===== config.mk =====
export PLATFORM = sky130hd
export DESIGN_NAME = seq_det_ctrl
export DESIGN_NICKNAME = d
export VERILOG_FILES = /design/src/rtl/seq_det_ctrl.sv
export SDC_FILE = /design/constraint.sdc
export NUM_CORES = 1
export LEC_CHECK = 0
export BUFFER_PORTS_ARGS = -buffer_cell sky130_fd_sc_hd__buf_2
export CORE_MARGIN = 2
export CORE_UTILIZATION = 25
export DETAILED_ROUTE_END_ITERATION = 12
export PLACE_DENSITY = 0.41
export SETUP_SLACK_MARGIN = 0.02
export SLEW_MARGIN = 20
export SYNTH_ARGS = -nofsm -noshare
export SYNTH_HDL_FRONTEND = slang
export SYNTH_SLANG_ARGS = --single-unit

===== constraint.sdc =====
create_clock -name clk -period 2.6 [get_ports clk]
set_input_delay 0.13 -clock clk [delete_from_list [all_inputs] [get_ports clk]]
set_output_delay 0.13 -clock clk [all_outputs]
set_load 0.02 [all_outputs]

===== src/rtl/seq_det_ctrl.sv =====
// Run controller for the serial pattern detector: holds pattern/target/timeout
// config and sequences one detection session (IDLE -> SCAN -> DONE/TMO).
module seq_det_ctrl #(
  parameter int unsigned PAT_W = 4,
  parameter int unsigned CNT_W = 8,
  parameter int unsigned TMO_W = 16
) (
  input  logic             clk,
  input  logic             rst,
  input  logic             cfg_we,
  input  logic [PAT_W-1:0] cfg_pattern,
  input  logic [CNT_W-1:0] cfg_target,
  input  logic [TMO_W-1:0] cfg_timeout,
  input  logic             start,
  input  logic             abort,
  input  logic             ip_valid,
  input  logic             ip,
  output logic             busy,
  output logic             seq_det,
  output logic [CNT_W-1:0] match_cnt,
  output logic             done,
  output logic             timeout
);

  localparam int unsigned HIST_W = PAT_W - 1;
  localparam int unsigned FILL_W = $clog2(PAT_W);
  localparam logic [PAT_W-1:0] PAT_RST = PAT_W'(1) | (PAT_W'(1) << (PAT_W - 1));
  localparam logic [FILL_W-1:0] FILL_FULL = FILL_W'(PAT_W - 1);
  localparam logic [CNT_W-1:0] CNT_MAX = {CNT_W{1'b1}};

  typedef enum logic [1:0] {S_IDLE, S_SCAN, S_DONE, S_TMO} state_t;

  state_t              state_q, state_d;
  logic [PAT_W-1:0]    pat_q, pat_d;
  logic [CNT_W-1:0]    tgt_q, tgt_d;
  logic [TMO_W-1:0]    tmo_q, tmo_d;
  logic [HIST_W-1:0]   hist_q, hist_d;
  logic [FILL_W-1:0]   fill_q, fill_d;
  logic [TMO_W-1:0]    timer_q, timer_d;
  logic [CNT_W-1:0]    cnt_q, cnt_d;
  logic                busy_q, busy_d;
  logic                seq_det_q, seq_det_d;
  logic                done_q, done_d;
  logic                timeout_q, timeout_d;
  logic                match;
  logic                reached;

  always_ff @(posedge clk or posedge rst) begin
    if (rst) begin
      state_q   <= S_IDLE;
      pat_q     <= PAT_RST;
      tgt_q     <= CNT_W'(1);
      tmo_q     <= '0;
      hist_q    <= '0;
      fill_q    <= '0;
      timer_q   <= '0;
      cnt_q     <= '0;
      busy_q    <= 1'b0;
      seq_det_q <= 1'b0;
      done_q    <= 1'b0;
      timeout_q <= 1'b0;
    end else begin
      state_q   <= state_d;
      pat_q     <= pat_d;
      tgt_q     <= tgt_d;
      tmo_q     <= tmo_d;
      hist_q    <= hist_d;
      fill_q    <= fill_d;
      timer_q   <= timer_d;
      cnt_q     <= cnt_d;
      busy_q    <= busy_d;
      seq_det_q <= seq_det_d;
      done_q    <= done_d;
      timeout_q <= timeout_d;
    end
  end

  // Session sequencing; within SCAN: abort > target-reaching match > timeout.
  always_comb begin
    state_d   = state_q;
    pat_d     = pat_q;
    tgt_d     = tgt_q;
    tmo_d     = tmo_q;
    hist_d    = hist_q;
    fill_d    = fill_q;
    timer_d   = timer_q;
    cnt_d     = cnt_q;
    busy_d    = busy_q;
    seq_det_d = 1'b0;
    done_d    = done_q;
    timeout_d = timeout_q;
    match     = 1'b0;
    reached   = 1'b0;

    if (cfg_we && state_q != S_SCAN) begin
      pat_d = cfg_pattern;
      tgt_d = cfg_target;
      tmo_d = cfg_timeout;
    end

    case (state_q)
      S_SCAN: begin
        if (abort) begin
          state_d   = S_IDLE;
          busy_d    = 1'b0;
          done_d    = 1'b0;
          timeout_d = 1'b0;
        end else begin
          timer_d = timer_q + TMO_W'(1);
          if (ip_valid) begin
            match  = (fill_q == FILL_FULL) && ({hist_q, ip} == pat_q);
            hist_d = HIST_W'({hist_q, ip});
            if (fill_q != FILL_FULL) fill_d = fill_q + FILL_W'(1);
          end
          if (match) begin
            seq_det_d = 1'b1;
            if (cnt_q != CNT_MAX) cnt_d = cnt_q + CNT_W'(1);
            reached = (tgt_q != '0) && (cnt_d == tgt_q);
          end
          if (reached) begin
            state_d = S_DONE;
            busy_d  = 1'b0;
            done_d  = 1'b1;
          end else if (tmo_q != '0 && timer_q == TMO_W'(tmo_q - TMO_W'(1))) begin
            state_d   = S_TMO;
            busy_d    = 1'b0;
            timeout_d = 1'b1;
          end
        end
      end
      default: begin
        if (start) begin
          state_d   = S_SCAN;
          busy_d    = 1'b1;
          hist_d    = '0;
          fill_d    = '0;
          timer_d   = '0;
          cnt_d     = '0;
          done_d    = 1'b0;
          timeout_d = 1'b0;
        end
      end
    endcase
  end

  assign busy      = busy_q;
  assign seq_det   = seq_det_q;
  assign match_cnt = cnt_q;
  assign done      = done_q;
  assign timeout   = timeout_q;

endmodule


Word level (Yosys, flattened, before mapping)
Index checks and enable logic that the tools add are counted.
Widths: inputs -> output; s select.
- register bits after elaboration: 63
- input port bits: 35
- output and inout port bits: 12
- logic and storage cells: 93
- add/sub/neg operators: 4
- eq/ne operators: 16
- muxes and demuxes: 47
- reduce and logical (&&, ||, !) cells: 14
- operators by type and width (kind ; count):
    $mux 8 ; 8
    $mux 16 ; 3
    $mux 1 ; 22
    $mux 2 ; 10
    $add 16x1->16 const B ; 1
    $eq 16x16->1 ; 1
    $reduce_bool 16->1 ; 1
    $sub 16x1->16 const B ; 1
    $mux 3 ; 4
    $ne 2x2->1 const B ; 5
    $reduce_and 3->1 ; 3
    $add 8x1->8 const B ; 1
    $eq 8x8->1 ; 1
    $ne 8x8->1 const B ; 1
    $reduce_bool 8->1 ; 1
    $ne 3x3->1 const B ; 2
    $reduce_and 2->1 ; 3
    $eq 4x4->1 ; 1
    $logic_and 1x1->1 ; 4
    $ne 4x3->1 const B ; 1
    $reduce_and 4->1 ; 1
    $ne 3x2->1 const B ; 1
    $add 2x1->2 const B ; 1
    $eq 2x1->1 const B ; 1
    3 further kinds ; 3

Depth between registers and ports, before layout
Gate-level depths: netlist (run 1).
- depth after elaboration: 16
- depth in mapped cells: 10
- mapped depth without buffers: 9

Worst setup path before layout (run 1)
OpenSTA, ideal clock, no wires.
- path type: register to register
- from: reg tmo_q[0]
- to: reg timeout_q (netlist: timeout)
- setup time: 0.065 ns
- data arrival time: 2.542 ns
- required time: 2.535 ns
- setup slack: -0.007 ns
- stages on the path, launching flop included: 11
- buffers on the path: 1
- cell sequence: dfrtp_1 > inv_1 > ha_1 > or4b_1 > clkbuf_1 > or4_4 > mux2i_1 > mux2i_1 > nor4_4 > nor2b_1 > o21a_1
- cells in the longest elaborated chain, start to end: 5
- ends and longest elaborated chain (element ; RTL line ; RTL):
    start: declaration ; 36 ; logic [TMO_W-1:0] tmo_q, tmo_d;
    start signal: assignment ; 66 ; tmo_q <= tmo_d;
    $sub 16x1->16 ; 124 ; end else if (tmo_q != '0 && timer_q == TMO_W'(tmo_q - TMO_W'(1))) begin
    $eq 16x16->1 ; 124 ;
    $logic_and 1x1->1 (*) ; 124 ;
    $ne 3x3->1 (no source line) (*) ; -- ;
    $reduce_and 3->1 (no source line) (*) ; -- ;
    end signal: assignment ; 74 ; timeout_q <= timeout_d;
    end: declaration ; 44 ; logic timeout_q, timeout_d;
Mark *: on every way between the ends. The rest lies on a longest branch, timed or not.
A chain may end at the register's enable or synchronous reset.

Final worst setup path (run 1)
- from: reg tmo_q[0]
- to: reg state_q[0]
- cells in the longest elaborated chain, start to end: 5
- ends and longest elaborated chain (element ; RTL line ; RTL):
    $sub 16x1->16 ; 124 ;
    $eq 16x16->1 ; 124 ;
    $logic_and 1x1->1 (*) ; 124 ;
    $ne 4x3->1 (no source line) (*) ; -- ;
    $reduce_and 2->1 (no source line) (*) ; -- ;
    end signal: assignment ; 63 ; state_q <= state_d;
    end: declaration ; 33 ; state_t state_q, state_d;
Marked as above.

==> qor.yml, run 1 <==
logic_synthesis:
  syn-num-nets: 398
  synth_area_leaders: "dfrtp_1, mux2_2, xor2_1"
  synth.avg_cell_area_um2: 9.99
  async_flop_share: 1.00
  seq_area_frac_synth: 0.441
  synthesis.area_um2: 3590
  synth_common_cells: "dfrtp_1, nor2_1, mux2_2"
  yosys_warnings: 0
  netlist.area_leader.share: 0.419
  synth_edf_count: 0
  yosysUniqueCellTypes: 58
  synth.most_common_cell: "dfrtp_1"
  synthCells: 359
  synthFlopType: "dfrtp_1"
  synth-seq-cells: 63
  yosysTopAreaCell: "dfrtp_1"
setup_path:
  crit_type: "reg -> reg"
  crit_family: "simple AND/OR/NAND/NOR gates"
  crit_path_frequent_cell: "buf_4"
  crit_path_max_incr_delay_ns: 0.50
  required_ns: 2.87
  path_max_fanout: 5
  slowest_stage: "or4b_4"
  endpoint_kind: "flop"
  crit_chain: "inv_1 > ha_2 > or4b_4 > or3_1 > a222oi_1 > nand4_1 > nor4_4 > buf_4 > buf_4 > nor3_4 > nor2_1"
  worstPathArrival_ns: 2.90
  path_buf_inv: 3
  startpoint_type: "flop"
timing:
  fin_skew_ns: 0.00879
  fmax_mhz: 381
  max-slew-margin-rel: 0.445
  setup-violations-final: 3
  rsz0062_at_grt: "yes"
  hold_viol: 0
  slew_viol_final: 0
  layout_min_cycle_time_ns: 2.62
  setup_slack_ns: -0.0214
  timing.final.crit_share: 1.01
  tightest_slew_ns: 0.833
final_layout:
  area_growth_pct: 25.3
  utilization: 0.323
  antennaDiodeCount: 0
  finalNetCount: 466
  drive_above_1_share: 0.308
  fillCellCount: 1451
power:
  power.density_nw_per_um2: 693
  p_seq_frac: 0.408
  switchingPower_uw: 920
  switching_share: 0.295
  p_int_mw: 2.20
  leakage_nw: 1.97
  power_frac_clock: 0.351
  power_mw: 3.12
  vdd_drop_max_v: 0.000327
  combPwrFrac: 0.241
clocking:
  clock_sinks: 63
  tritoncts: "yes"
  clk_path_buf_depth: 2
  cts_made_buffers: 9
  insertion_delay_ns: 0.34
  path_clk_slew_ns: 0.06
  cts_max_level: 3
  cts-root-buf: "clkbuf_16"
floorplanning:
  dieHeight_um: 124
  start_util: 0.257
  die_area_um2: 15300
  io-pin-count: 47
  num_rows: 43
  dieWidth_um: 124
  design.core.area_um2: 13900
run_status:
  violations: "negative setup slack"
  run_status: "complete, but fails checks"
placement:
  dp_hpwl_um: 6650
  routabilityCongestion: 0.827
  io_buffers: 46
detailed_routing:
  route.detailed.drc: 0
  routed_wl_um: 8960
  vias: 2880
  initialDrtViolationCount: 160
  drtPass1Iterations: 4
  ant_nets: 0
  vias_per_cell: 4.71
  post_drt_wl_per_cell_um: 14.6
flow_run:
  drv_cap: 0
global_routing:
  first_global_vias: 3009
  antenna_found_initial: 0
  grt_max_degree: 64
  grt_pass1_wl_um: 15200
  grt_use_total: 0.131
  grt_remaining_overflow: 0
min_path:
  hold_class: "in -> reg"
## registers in the layout (all words and copies together) (netlist names), 2 cells and up
signal	flops
timer_q	16
tmo_q	16
match_cnt	8
tgt_q	8
pat_q	4
hist_q	3
fill_q	2
state_q	2
## layout by cell type (no fill, tap or decap), types with 9 or more instances in the layout
master	count
nand2_1	22
clkbuf_16	9
xor2_1	20
dfrtp_1	60
buf_2	46
nor2_1	33
mux2_2	30
o21ai_0	16
buf_4	26
a21oi_1	11
nand3_1	11
xnor2_1	16
## stage by stage
step / cells / worst slack, ns / hold WS (ns) / setup TNS [ns] / cell area [um^2]
floorplan: 359 / 0.0126 / 0.245 / 0 / 3590
global placement: 594 / -0.0577 / 0.362 / -0.119 / 4190
detailed placement: 594 / -0.0927 / 0.351 / -0.262 / 4190
CTS: 611 / -0.0647 / 0.00649 / -0.161 / 4470
global route: 612 / -0.248 / 0.00662 / -0.919 / 4500
finish: 612 / -0.0214 / 0.0217 / -0.0397 / 4500
## final timing paths
kind / start / to / slack (ns) / depth (start not counted)
hold / removal: cfg_target[4] / tgt_q[4]$_DFFE_PP0P_ / 0.02 / 2
setup reg to reg: tmo_q[0]$_DFFE_PP0P_ / state_q[0]$_DFFE_PP0P_ / -0.02 / 11
hold reg to reg: hist_q[1]$_DFFE_PP0P_ / hist_q[2]$_DFFE_PP0P_ / 0.48 / 2
setup / recovery: tmo_q[0]$_DFFE_PP0P_ / state_q[0]$_DFFE_PP0P_ / -0.02 / 11
min in group asynchronous: rst / tmo_q[13]$_DFFE_PP0P_ / 0.04 / 3
max in group asynchronous: rst / hist_q[1]$_DFFE_PP0P_ / 2.02 / 3
## layout make-up
type	instances	area, um^2	area share
Inverter	9	33.8	0.00751
Tap cell	180	225	0.0501
Sequential cell	63	1580	0.352
Clock inverter	4	22.5	0.00501
Clock buffer	12	246	0.0548
Multi-Input combinational cell	270	1930	0.430
Timing Repair Buffer	74	455	0.101
## layer usage
metal  GRT usage  routed length (um)  vias to the layer above
met5           0                   0                        -
met4      0.0341                  92                        0
met3      0.0462                 453                       11
met2       0.215                4310                       54
met1       0.163                4100                     1374
li1            -                   -                     1441
## repair_timing
action                     in CTS  in global routing
setup endpoints to repair       4                  4
hold endpoints to repair        1                  0
gates resized for setup         1                  4
setup buffers                   0                  1
hold buffers                    1                  0
gates cloned                    0                  0
pin swaps                       2                  1
## power by group through the flow
stage,logic [mW],clock network (mW),registers (mW)
2_1_floorplan,0.494,0,1.26
3_3_place_gp,0.755,0,1.28
3_5_place_dp,0.754,0,1.29
4_1_cts,0.760,1.14,1.27
5_1_grt,0.843,1.19,1.30
6_report,0.752,1.09,1.27
## cells by family (layout without fill, tap and decap cells)
kind of cell               after synthesis  after routing  synth area share
AOI/OAI and AO/OA                       68             68             0.131
adders and majority gates                4              4            0.0140
xor gates and xnor gates                36             36            0.0879
buffers and inverters                   26             99            0.0283
muxes                                   33             33             0.103
DFF                                     63             63             0.441
and+or+nand+nor                        129            129             0.196
Power figures use the tool's default switching activity.
==> run 2, diff against run 1 <==
Settings changed: CORE_UTILIZATION 25 to 30, PLACE_DENSITY 0.41 to 0.58.
Clock period 2.6 ns to 2.67 ns, I/O delays scaled along.
==> qor.yml, run 2 (same netlist as run 1, synthesis figures left out) <==
run_status:
  run_status: "complete, but fails checks"
  violations: "design-rule violations"
final_layout:
  drive_above_1_share: 0.307  # -0.00108
  antennaDiodeCount: 0  # unchanged
  finalNetCount: 461  # -1.1%
  layout_common_cells: "dfrtp_1, buf_2, nor2_1"
  area_growth_pct: 25.1
  seq_area_um2: 1580  # unchanged
  fin_cells: 570  # -6.9%
  fillCellCount: 1139  # -22%
  utilization: 0.388  # +0.0656
  multiInputGateArea_um2: 1950  # +0.71%
  top_regs: "timer_q (16), tmo_q (16)"
  layout_commonest_cell: "dfrtp_1"
setup_path:
  worstPathArrival_ns: 2.82  # -0.08 ns
  crit_family: "simple AND/OR/NAND/NOR gates"
  r2r_start: "tmo_q[0]$_DFFE_PP0P_"
  rrSetupSlack_ns: 0.07  # +0.10 ns
  crit_type: "reg -> reg"
  crit_chain: "inv_1 > ha_1 > or4b_4 > or4_4 > xnor2_1 > mux2i_1 > nor4_4 > buf_4 > nor2b_2 > o21a_1"
  crit_path_max_incr_delay_ns: 0.51  # about the same
  rr_worst_depth: 10  # -1
  reg2reg_to: "timeout$_DFFE_PP0P_"
  slowest_stage: "or4b_4"
  path_buf_inv: 2  # -1
  endpoint_kind: "flop"
  path_max_fanout: 5  # unchanged
  startpoint_type: "flop"
  required_ns: 2.89  # +0.02 ns
floorplanning:
  io-pin-count: 47  # unchanged
  die_area_um2: 12800  # -16%
  design.core.area_um2: 11600  # -17%
  start_util: 0.310  # +0.0528
  dieWidth_um: 113  # -8.4%
  num_rows: 39  # -9.3%
  dieHeight_um: 113  # -8.4%
flow_run:
  drv_cap: 0  # unchanged
timing:
  fin_skew_ns: 0.00880  # +0.00000319 ns
  slew_viol_final: 0  # unchanged
  setup-violations-final: 0  # -3
  rsz0062_at_grt: "yes"
  max-slew-margin-rel: 0.439  # -0.00586
  tightest_slew_ns: 0.841  # +0.00879 ns
  fin_setup_tns_ns: 0  # +0.0397 ns
  hold_viol: 0  # unchanged
  whs_ns: 0.0232  # +0.00149 ns
  timing.final.crit_share: 0.972  # -0.0360
  fmax_mhz: 385  # +0.98%
  layout_min_cycle_time_ns: 2.60  # -0.0254 ns
clocking:
  insertion_delay_ns: 0.33  # about the same
  cts_max_level: 3  # unchanged
  clk_path_buf_depth: 2  # unchanged
  path_clk_slew_ns: 0.06  # about the same
  holdBufCountCts: 0  # -1
  cts_made_buffers: 9  # unchanged
  clock_sinks: 63  # unchanged
  cts-root-buf: "clkbuf_16"
  tritoncts: "yes"
power:
  power.density_nw_per_um2: 745  # +7.4%
  switching_share: 0.276  # -0.0190
  power_mw: 3.34  # +7.3%
  switchingPower_uw: 923  # +0.37%
  p_int_mw: 2.42  # +10%
  p_seq_frac: 0.372  # -0.036
  combPwrFrac: 0.219  # -0.022
  vdd_drop_max_v: 0.000273  # -17%
  leakage_nw: 1.97  # -0.12%
  power_frac_clock: 0.409  # +0.058
detailed_routing:
  vias_per_cell: 5.17  # +9.9%
  route.detailed.drc: 1  # +1
  vias: 2948  # +2.4%
  ant_nets: 0  # unchanged
  routed_wl_um: 8940  # -0.18%
  drtPass1Iterations: 8  # +4
  initialDrtViolationCount: 90  # -44%
  post_drt_wl_per_cell_um: 15.7  # +7.2%
global_routing:
  grt_pass1_wl_um: 14600  # -3.4%
  first_global_vias: 2940  # -2.3%
  grt_use_total: 0.146  # +0.0152
  grt_max_degree: 64  # unchanged
  grt_remaining_overflow: 0  # unchanged
  antenna_found_initial: 0  # unchanged
min_path:
  hold_class: "in -> reg"
  whs_path_depth: 3  # +1
  hold_end: "hist_q[0]$_DFFE_PP0P_"
  min_from: "ip"
placement:
  io_buffers: 46  # unchanged
  routabilityCongestion: 0.825  # -0.22%
  dp_hpwl_um: 6390  # -3.8%
  post-place-cells: 553  # -6.9%
==> run 2: worst min-delay path, cell delays in order <==
cell and delay (ns):
buf_2 0.09, nand2_1 0.04, o31ai_1 0.05
==> run 2: layout make-up <==
cell class | count | area share
multi-input combinational | 270 | 0.433
sequential | 63 | 0.352
timing repair buffer | 69 | 0.0897
clock buffer | 11 | 0.0541
tap | 143 | 0.0399
clock inverter | 5 | 0.0234
inverter | 9 | 0.00753
==> run 2: metrics by stage <==
stage / cell area, um^2 / setup slack (ns)
floorplan: 3590 / 0.0633
global placement: 4090 / 0.0516
detailed placement: 4090 / 0.0273
CTS: 4460 / 0.0511
global route: 4490 / -0.0483
finish: 4490 / 0.0740
==> run 2: worst max path at each step <==
stage / start / end / cells after the start
floorplan: tmo_q[0]$_DFFE_PP0P_ / timeout$_DFFE_PP0P_ / 10
global placement: tmo_q[0]$_DFFE_PP0P_ / timeout$_DFFE_PP0P_ / 9
detailed placement: tmo_q[0]$_DFFE_PP0P_ / timeout$_DFFE_PP0P_ / 9
CTS: tmo_q[0]$_DFFE_PP0P_ / timeout$_DFFE_PP0P_ / 10
global route: tmo_q[0]$_DFFE_PP0P_ / timeout$_DFFE_PP0P_ / 10
finish: tmo_q[0]$_DFFE_PP0P_ / timeout$_DFFE_PP0P_ / 10
==> run 2: power groups by stage <==
stage | Clock, mW | Sequential [mW] | Combinational, mW
after detailed placement | 0 | 1.25 | 0.719
after CTS | 1.41 | 1.24 | 0.729
after floorplan | 0 | 1.23 | 0.479
final | 1.37 | 1.24 | 0.732
after global routing | 1.44 | 1.26 | 0.818
after global placement | 0 | 1.25 | 0.711
==> run 2: repair_timing <==
action                     CTS  global route
gates resized for setup      2             6
setup endpoints to repair    2             4
pin swaps                    1             3
cloned                       0             0
buffers inserted             1             0
==> run 2: per-layer routing <==
metal	GRT usage	routed length [um]	up-vias
met2	0.243	4390	66
met5	0	0	-
met4	0.0504	102	0
met3	0.0439	397	10
met1	0.180	4050	1441
li1	-	-	1431
==> run 3, diff against run 2 <==
Settings changed: RECOVER_POWER from default to 50.
==> qor.yml, run 3 (same netlist as run 1, synthesis figures left out) <==
run_status:
  run_status: "complete, but fails checks"
  violations: "design-rule violations, max-capacitance violations, max-slew violations"
timing:
  max-slew-margin-rel: -0.0892  # -0.528
  setup_slack_ns: 0.0740  # -0.0000255 ns
  rsz0062_at_grt: "yes"
  layout_min_cycle_time_ns: 2.60  # +0.0000255 ns
  setup-violations-final: 0  # unchanged
  fmax_mhz: 385  # about the same
  slew_viol_final: 64  # +64
  tightest_slew_ns: 1.63  # +0.792 ns
  hold_viol: 0  # unchanged
  fin_skew_ns: 0.00879  # -0.0000114 ns
  timing.final.crit_share: 0.972  # about the same
detailed_routing:
  initialDrtViolationCount: 83  # -7.8%
  post_drt_wl_per_cell_um: 15.7  # -0.12%
  drtPass1Iterations: 8  # unchanged
  route.detailed.drc: 1  # unchanged
  ant_nets: 0  # unchanged
  vias_per_cell: 5.17  # unchanged
  vias: 2948  # unchanged
  routed_wl_um: 8930  # -0.12%
setup_path:
  path_max_fanout: 5  # unchanged
  crit_type: "reg -> reg"
  startpoint_type: "flop"
  endpoint_kind: "flop"
  required_ns: 2.89  # about the same
  worstPathArrival_ns: 2.82  # about the same
  rrSetupSlack_ns: 0.07  # about the same
floorplanning:
  dieHeight_um: 113  # unchanged
  start_util: 0.310  # unchanged
  design.core.area_um2: 11600  # unchanged
  io-pin-count: 47  # unchanged
  dieWidth_um: 113  # unchanged
  num_rows: 39  # unchanged
  die_area_um2: 12800  # unchanged
final_layout:
  layout_common_cells: "dfrtp_1, buf_2, nor2_1"
  layout_commonest_cell: "dfrtp_1"
  area_growth_pct: 24.9
  drive_above_1_share: 0.295  # -0.0117
  finalNetCount: 461  # unchanged
  antennaDiodeCount: 0  # unchanged
  top_regs: "timer_q (16), tmo_q (16)"
  fin_cells: 570  # unchanged
global_routing:
  grt_pass1_wl_um: 14600  # unchanged
  grt_max_degree: 64  # unchanged
  grt_use_total: 0.146  # unchanged
  first_global_vias: 2940  # unchanged
  grt_remaining_overflow: 0  # unchanged
  antenna_found_initial: 0  # unchanged
clocking:
  cts_made_buffers: 9  # unchanged
  clk_path_buf_depth: 2  # unchanged
  insertion_delay_ns: 0.33  # about the same
  clock_sinks: 63  # unchanged
  path_clk_slew_ns: 0.06  # about the same
  tritoncts: "yes"
  cts-root-buf: "clkbuf_16"
  cts_max_level: 3  # unchanged
power:
  vdd_drop_max_v: 0.000272  # about the same
  power_mw: 3.34  # about the same
  power.density_nw_per_um2: 745  # +0.11%
  leakage_nw: 1.95  # -0.82%
placement:
  post-place-cells: 553  # unchanged
  io_buffers: 46  # unchanged
  dp_hpwl_um: 6390  # unchanged
  routabilityCongestion: 0.825  # unchanged
  place_ws_ns: 0.0273  # unchanged
flow_run:
  drv_cap: 1  # +1
min_path:
  hold_class: "in -> reg"
run 3: critical path, cell delays in order (launching register included):
cell	delay (ns)
dfrtp_1	0.37
inv_1	0.06
ha_1	0.16
or4b_4	0.51
or4_4	0.46
xnor2_1	0.14
mux2i_1	0.25
nor4_4	0.08
buf_4	0.16
nor2b_2	0.14
o21a_1	0.16
run 3: area by class of cell:
type / instances / area (um^2)
tap: 143 / 179
clock buffer: 11 / 243
multi-input combinational: 270 / 1950
fill: 1143 / 7080
clock inverter: 5 / 105
sequential: 63 / 1580
inverter: 9 / 33.8
timing repair buffer: 69 / 395
run 3: metal layers:
metal | track usage | vias to the layer above | routed length, um
met1 | 0.180 | 1441 | 4050
met5 | 0 | - | 0
met4 | 0.0504 | 0 | 102
met2 | 0.243 | 66 | 4390
li1 | - | 1431 | -
met3 | 0.0439 | 10 | 396
run 3: repair_timing:
action	CTS	global route
setup buffers	1	0
gates resized for setup	2	6
pin swaps	1	3
endpoints found under the setup margin	2	4
hold buffers	0	0
run 3: where the power goes:
| part | internal, mW | total, mW | switching (mW) |
|---|---|---|---|
| combinational | 0.377 | 0.730 | 0.353 |
| sequential | 1.10 | 1.24 | 0.138 |
| clock | 0.937 | 1.37 | 0.431 |
run 3: path summary, 6_finish.rpt:
check                                   endpoint                  start  cells after the start
max in group asynchronous  hist_q[2]$_DFFE_PP0P_                    rst                      3
max                          timeout$_DFFE_PP0P_   tmo_q[0]$_DFFE_PP0P_                     10
min                        hist_q[0]$_DFFE_PP0P_                     ip                      3
max reg2reg                  timeout$_DFFE_PP0P_   tmo_q[0]$_DFFE_PP0P_                     10
min in group asynchronous  tmo_q[13]$_DFFE_PP0P_                    rst                      3
min reg2reg                hist_q[1]$_DFFE_PP0P_  hist_q[0]$_DFFE_PP0P_                      2
run 3: stage by stage:
| step | instance area [um^2] | setup TNS (ns) | utilization | hold slack, ns |
|---|---|---|---|---|
| detailed placement | 4090 | 0 | 0.354 | 0.360 |
| global placement | 4090 | 0 | 0.354 | 0.359 |
| CTS | 4460 | 0 | 0.386 | 0.00517 |
| global route | 4480 | -0.116 | 0.388 | 0.0192 |
| floorplan | 3590 | 0 | - | 0.249 |
| finish | 4480 | 0 | 0.388 | 0.0232 |
